$ cat src/rtl/uc_sequencer.sv
// Control unit for the 8-bit accumulator datapath: fetches, decodes and
// sequences NOR/ADD/STA/JCC instructions from a 64-word synchronous memory.
module uc_sequencer #(
  parameter int          ADDR_W  = 6,
  parameter logic [2:0]  SEL_ADD = 3'b000,
  parameter logic [2:0]  SEL_NOR = 3'b001
) (
  input  logic              clk,
  input  logic              rst_n,
  input  logic              ce,
  input  logic [7:0]        mem_rdata,
  input  logic              carry,
  output logic [ADDR_W-1:0] mem_addr,
  output logic              mem_en,
  output logic              mem_we,
  output logic [2:0]        sel_UAL,
  output logic              load_R1,
  output logic              load_accu,
  output logic              load_carry,
  output logic              init_carry,
  output logic [ADDR_W-1:0] pc,
  output logic              ins_done
);

  typedef enum logic [1:0] {
    OP_NOR = 2'b00,
    OP_ADD = 2'b01,
    OP_STA = 2'b10,
    OP_JCC = 2'b11
  } opcode_t;

  typedef enum logic [2:0] {
    S_FETCH,
    S_DECODE,
    S_OPFETCH,
    S_LOADR1,
    S_EXEC,
    S_STORE,
    S_JUMP
  } state_t;

  state_t            r_state;
  state_t            w_next_state;
  logic [ADDR_W-1:0] r_pc;
  logic [7:0]        r_ir;
  opcode_t           w_ir_op;
  opcode_t           w_rd_op;
  logic              w_run;

  assign w_ir_op = opcode_t'(r_ir[7:6]);
  assign w_rd_op = opcode_t'(mem_rdata[7:6]);
  // Strobes are gated by reset as well as ce so FETCH's mem_en stays low in reset.
  assign w_run   = ce & rst_n;
  assign pc      = r_pc;

  // NOTE: sequential state uses non-blocking assignments so every register
  // samples the pre-edge values, independent of statement order.
  always_ff @(posedge clk or negedge rst_n) begin
    if (!rst_n) begin
      r_state <= S_FETCH;
      r_pc    <= '0;
      r_ir    <= '0;
    end else if (ce) begin
      r_state <= w_next_state;
      if (r_state == S_DECODE) begin
        r_ir <= mem_rdata;
        r_pc <= r_pc + ADDR_W'(1);
      end else if (r_state == S_JUMP && !carry) begin
        r_pc <= r_ir[ADDR_W-1:0];
      end
    end
  end

  // NOTE: every combinational output gets a default first, so no path through
  // the case statement can infer a latch.
  always_comb begin
    w_next_state = S_FETCH;
    case (r_state)
      S_FETCH:   w_next_state = S_DECODE;
      S_DECODE: begin
        case (w_rd_op)
          OP_NOR, OP_ADD: w_next_state = S_OPFETCH;
          OP_STA:         w_next_state = S_STORE;
          default:        w_next_state = S_JUMP;
        endcase
      end
      S_OPFETCH: w_next_state = S_LOADR1;
      S_LOADR1:  w_next_state = S_EXEC;
      default:   w_next_state = S_FETCH;
    endcase
  end

  always_comb begin
    mem_addr   = '0;
    mem_en     = 1'b0;
    mem_we     = 1'b0;
    sel_UAL    = SEL_ADD;
    load_R1    = 1'b0;
    load_accu  = 1'b0;
    load_carry = 1'b0;
    init_carry = 1'b0;
    ins_done   = 1'b0;
    case (r_state)
      S_FETCH: begin
        mem_addr = r_pc;
        mem_en   = w_run;
      end
      S_OPFETCH: begin
        mem_addr = r_ir[ADDR_W-1:0];
        mem_en   = w_run;
      end
      S_LOADR1: load_R1 = w_run;
      S_EXEC: begin
        sel_UAL    = (w_ir_op == OP_NOR) ? SEL_NOR : SEL_ADD;
        load_accu  = w_run;
        load_carry = w_run & (w_ir_op == OP_ADD);
        ins_done   = w_run;
      end
      S_STORE: begin
        mem_addr = r_ir[ADDR_W-1:0];
        mem_en   = w_run;
        mem_we   = w_run;
        ins_done = w_run;
      end
      S_JUMP: begin
        init_carry = w_run;
        ins_done   = w_run;
      end
      default: ;
    endcase
  end

endmodule

$ cat config.mk
export PLATFORM = sky130hd
export DESIGN_NAME = uc_sequencer
export DESIGN_NICKNAME = d
export VERILOG_FILES = /design/src/rtl/uc_sequencer.sv
export SDC_FILE = /design/constraint.sdc
export NUM_CORES = 1
export LEC_CHECK = 0
export BUFFER_PORTS_ARGS = -buffer_cell sky130_fd_sc_hd__buf_2
export CORE_UTILIZATION = 50
export DETAILED_ROUTE_END_ITERATION = 12
export PLACE_DENSITY = 0.78
export SLEW_MARGIN = 20
export SYNTH_ARGS = -nofsm -noshare
export SYNTH_HDL_FRONTEND = slang
export SYNTH_SLANG_ARGS = --single-unit
$ cat constraint.sdc
create_clock -name clk -period 1.85 [get_ports clk]
set_input_delay 0.185 -clock clk [delete_from_list [all_inputs] [get_ports clk]]
set_output_delay 0.185 -clock clk [all_outputs]
set_load 0.02 [all_outputs]
---- Word-level counts from Yosys, hierarchy flattened ----
Cells that the tools add are included.
storage, ports and cells
  memory bits (writable) .................. 0
  latch bits .............................. 0
  memories ................................ 0
  word-level logic and storage cells ...... 41
  flip-flop bits (word level) ............. 17
  output and inout bits ................... 22
  input bits .............................. 12
  memory bits (read-only) ................. 0
cells by class
  equal/unequal tests ..................... 9
  mux-type cells .......................... 14
  magnitude comparators ................... 0
  bitwise operators ....................... 2
  add/sub/neg operators ................... 1
  reduce and logical (&&, ||, !) cells .... 12
  divide/modulo/power cells ............... 0
  multiply operators ...................... 0
  shift operators ......................... 0
operators by type and width
  cell                                                                    number
  6-bit two-way mux                                                       2
  3-bit case mux with 4 select lines                                      1
  6-bit case mux with 2 select lines                                      1
  3-bit equality test (second input constant)                             3
  1-bit two-way mux                                                       9
  6-bit by 1-bit adder with 6-bit output (second input constant)          1
  3-bit by 2-bit equality test with 1-bit output (second input constant)  2
  3-bit case mux with 2 select lines                                      1
  3-bit OR reduction                                                      2
  2-bit by 1-bit equality test with 1-bit output (second input constant)  2
  2-bit logical NOT                                                       2
  2-bit AND reduction                                                     2
  2-bit OR reduction                                                      2
  3-bit by 1-bit equality test with 1-bit output (second input constant)  1
  3-bit logical NOT                                                       1
  1-bit bitwise AND                                                       2
  2-bit equality test (second input constant)                             1
  2-bit nonzero test                                                      1
  1-bit logical AND                                                       1
  1-bit logical NOT                                                       1

---- Depth between registers and ports, before layout ----
  depth in word-level cells ............... 4
  depth in mapped cells ................... 6
  depth with buffers taken out ............ 4

---- Least setup slack after synthesis ----
Ideal clock, no wire load.
  kind .................................... register to output
  start point ............................. register r_state[1]
  end point ............................... output init_carry
  path buffers ............................ 1
  path slack .............................. 0.196 ns
  stages on the path, launching flop included .. 4
  arrival ................................. 1.469 ns
  data required time ...................... 1.665 ns
  path through ............................ dfrtp_1 buf_2 inv_1 nor4_1
between the ends
  longest elaborated chain between the ends .. 2
RTL lines
  item                    RTL line  RTL
  from (decl)             42        state_t r_state;
  from (signal assigned)  64        r_state <= w_next_state;
  3-bit equality test     103       case (r_state)
  1-bit two-way mux       103
  to (decl)               20        output logic init_carry,
Every way passes these cells.

---- Final worst setup path ----
  start point ............................. register r_state[1]
  end point ............................... output mem_addr[3]
between the ends
  longest elaborated chain between the ends .. 3
  elaborated cells between the ends (all ways) .. 5
  classes of those cells .................. eq/ne (2); mux (1); reduce/logical (2)
RTL lines
  item                                                                                   RTL line  RTL
  3-bit equality test or 3-bit by 2-bit equality test with 1-bit output (tied branches)  103
  2-bit OR reduction (no source line)                                                    n/a
  6-bit case mux with 2 select lines (*)                                                 103
  to (decl)                                                                              13        output logic [ADDR_W-1:0] mem_addr,
Mark *: on every way between the ends. The rest lies on a longest branch, timed or not.

==> flow_summary.yaml <==
routing:
  vias: 995
  post-route-drc-count: 0
  wl_um: 2560
  ant_nets: 0
  routed_via_density: 5.59
  wl_per_cell_um: 14.4
  drt_iter0_markers: 36
  dr.pass1.iters: 4
synth:
  yosysSeqAreaShare: 0.372
  synth-edff-count: 0
  syn_inst: 114
  ys_warn_count: 0
  syn_area_per_cell_um2: 10.0
  ys_types: 36
  ys_seq_elements: 17
  syn-cell-area_um2: 1140
  synth_async_sr_flop_share: 1.00
  ys.flop_type: "dfrtp_1"
critical_path:
  crit_chain: "buf_4 -> buf_4 -> mux2i_1 -> o21ai_0 -> buf_2"
  slowest_stage: "dfrtp_2"
  cp_data_arrival_time_ns: 1.54
  endpoint_kind: "output pin"
  worst-path-buf-inv: 3
  crit_path_max_fanout: 6
  startpoint_type: "flip-flop"
  cp_top_family: "buffers and inverters"
  rr_startpoint: "r_state[1]"
  cpPeakStageDelay_ns: 0.44
  r2r_slack_ns: 0.14
  crit_type: "reg -> out"
  reg2regPathDepth: 6
  cpMostUsedCell: "buf_4"
  required_ns: 1.66
  rr_endpoint: "pc[3]"
grt:
  grt_pass1_vias: 884
  antenna_found_initial: 0
  overflow: 0
  grt_pass1_wl_um: 4170
  grt_usage: 0.224
  grt_max_degree: 18
die:
  die_area_um2: 2480
  die-width_um: 49.8
  rows: 16
  ios: 34
  initial_utilization: 0.554
  fp.dieH_um: 49.8
  fp.coreArea_um2: 2060
cts:
  ctsLongestPathBuffers: 2
  tritoncts: "yes"
  cts_sinks: 17
  cts_buffers: 3
  clk_latency_ns: 0.29
  htreeDepth: 1
  clk_pin_slew_ns: 0.09
  clockRootBuffer: "clkbuf_4"
worst_hold_path:
  min_to: "r_ir[1]"
  whs_path_depth: 2
  worstHoldStart: "mem_rdata[1]"
  min_path_type: "in -> reg"
sta:
  period_minus_slack_ns: 1.73
  fmaxAchievable_ghz: 0.579
  hold_viol: 0
  rsz0062_at_grt: "no"
  setup_viol: 0
  slew_violations: 0
  fin_tns_setup_ns: 0
  skew_ns: 0.00219
  slew_headroom: 0.657
  tightest_slew_ns: 0.514
  finalCritPeriodShare: 0.933
  setup_slack_ns: 0.124
place:
  hpwl_um: 1790
  globalplace.congestion: 0.861
  pre_cts_slack_ns: 0.139
  port_buffers: 31
layout:
  n_antenna_cell: 0
  final_cell_mix: "buf_2, dfrtp_1, nand2_1"
  drive_above_1_share: 0.430
  layout.nets: 165
  fill_cells: 166
  areaGrowthSynthToFinish_pct: 19.6
  fin_util: 0.663
  final_common_cell: "buf_2"
job:
  drv_cap: 0
power:
  p_leak_nw: 0.644
  ir_drop_mv: 0.908
  p_per_area_nw_per_um2: 1770
run_status:
  outcome: "finished, final reports clean"
## repair_timing
action                     4_1_cts  5_1_grt
gates resized for setup          4        4
setup buffers                    0        5
hold buffers                     1        0
pin swaps                        0        1
setup endpoints to repair        6        8
hold endpoints to repair        17        0
## per-layer routing
layer | share of wire | GRT usage
met3 | 0.052 | 0.0710
met1 | 0.46 | 0.295
met4 | 0.0094 | 0.0571
met5 | 0 | 0
met2 | 0.48 | 0.354
## cell type report
type                    instances  area, um^2  area share
multi-input cells              86         637       0.466
flip-flops and latches         17         429       0.314
repair buffers                 40         225       0.165
well taps                      27        33.8      0.0247
clock buffers                   4        26.3      0.0192
inverters                       4        15.0      0.0110
## Yosys cell counts, types with 2 or more instances
cell | instances | share of area
dfrtp_1 | 17 | 0.37
nand2_1 | 11 | 0.036
o21ai_0 | 10 | 0.044
mux2_4 | 8 | 0.11
nor2_1 | 8 | 0.026
mux2i_1 | 7 | 0.061
a21oi_1 | 4 | 0.018
and3_1 | 4 | 0.022
inv_1 | 4 | 0.013
o22a_1 | 4 | 0.031
a31oi_1 | 3 | 0.016
buf_6 | 3 | 0.030
nand3_1 | 3 | 0.013
nor4_1 | 3 | 0.016
a21oi_2 | 2 | 0.015
buf_2 | 2 | 0.0088
buf_4 | 2 | 0.013
## stage by stage
stage / hold WS, ns / instances / power (mW) / area, um^2
after global routing: 0.106 / 178 / 2.61 / 1370
after floorplan: -0.111 / 115 / 1.81 / 1150
after global placement: 0.167 / 168 / 2.07 / 1280
after detailed placement: 0.174 / 168 / 2.11 / 1280
after CTS: 0.113 / 173 / 2.33 / 1330
final: 0.124 / 178 / 2.42 / 1370
## worst max-delay path by stage
stage                           from          end  slack, ns  depth (start not counted)
after floorplan           r_state[1]   init_carry       0.20                          3
after global placement    r_state[1]  mem_addr[1]       0.18                          5
after global routing      r_state[1]  mem_addr[3]       0.01                          5
after detailed placement  r_state[1]  mem_addr[3]       0.14                          5
after CTS                 r_state[1]  mem_addr[3]      0.009                          5
final                     r_state[1]  mem_addr[3]       0.12                          5
## report_power, final
part           switching [mW]  internal [mW]  leakage (nW)
clock                   0.112         0.0839        0.0150
sequential              0.256          0.559         0.199
combinational           0.744          0.667         0.430
total                    1.11           1.31         0.644
## flip-flops by register name (all words and copies together) (netlist names)
signal and cells:
r_ir 8, pc 6, r_state 3
## cells by family (layout without fill, tap and decap cells)
group,Yosys count,count (layout),share of synthesized area
AOI/OAI and AO/OA,30,30,0.175
adders and majority gates,1,1,0.0110
buffers and inverters,12,48,0.0821
DFF,17,17,0.372
muxes,15,15,0.166
other,1,2,0.00328
and+or+nand+nor,38,38,0.189
Note: power is estimated with default switching activity, not from simulation.
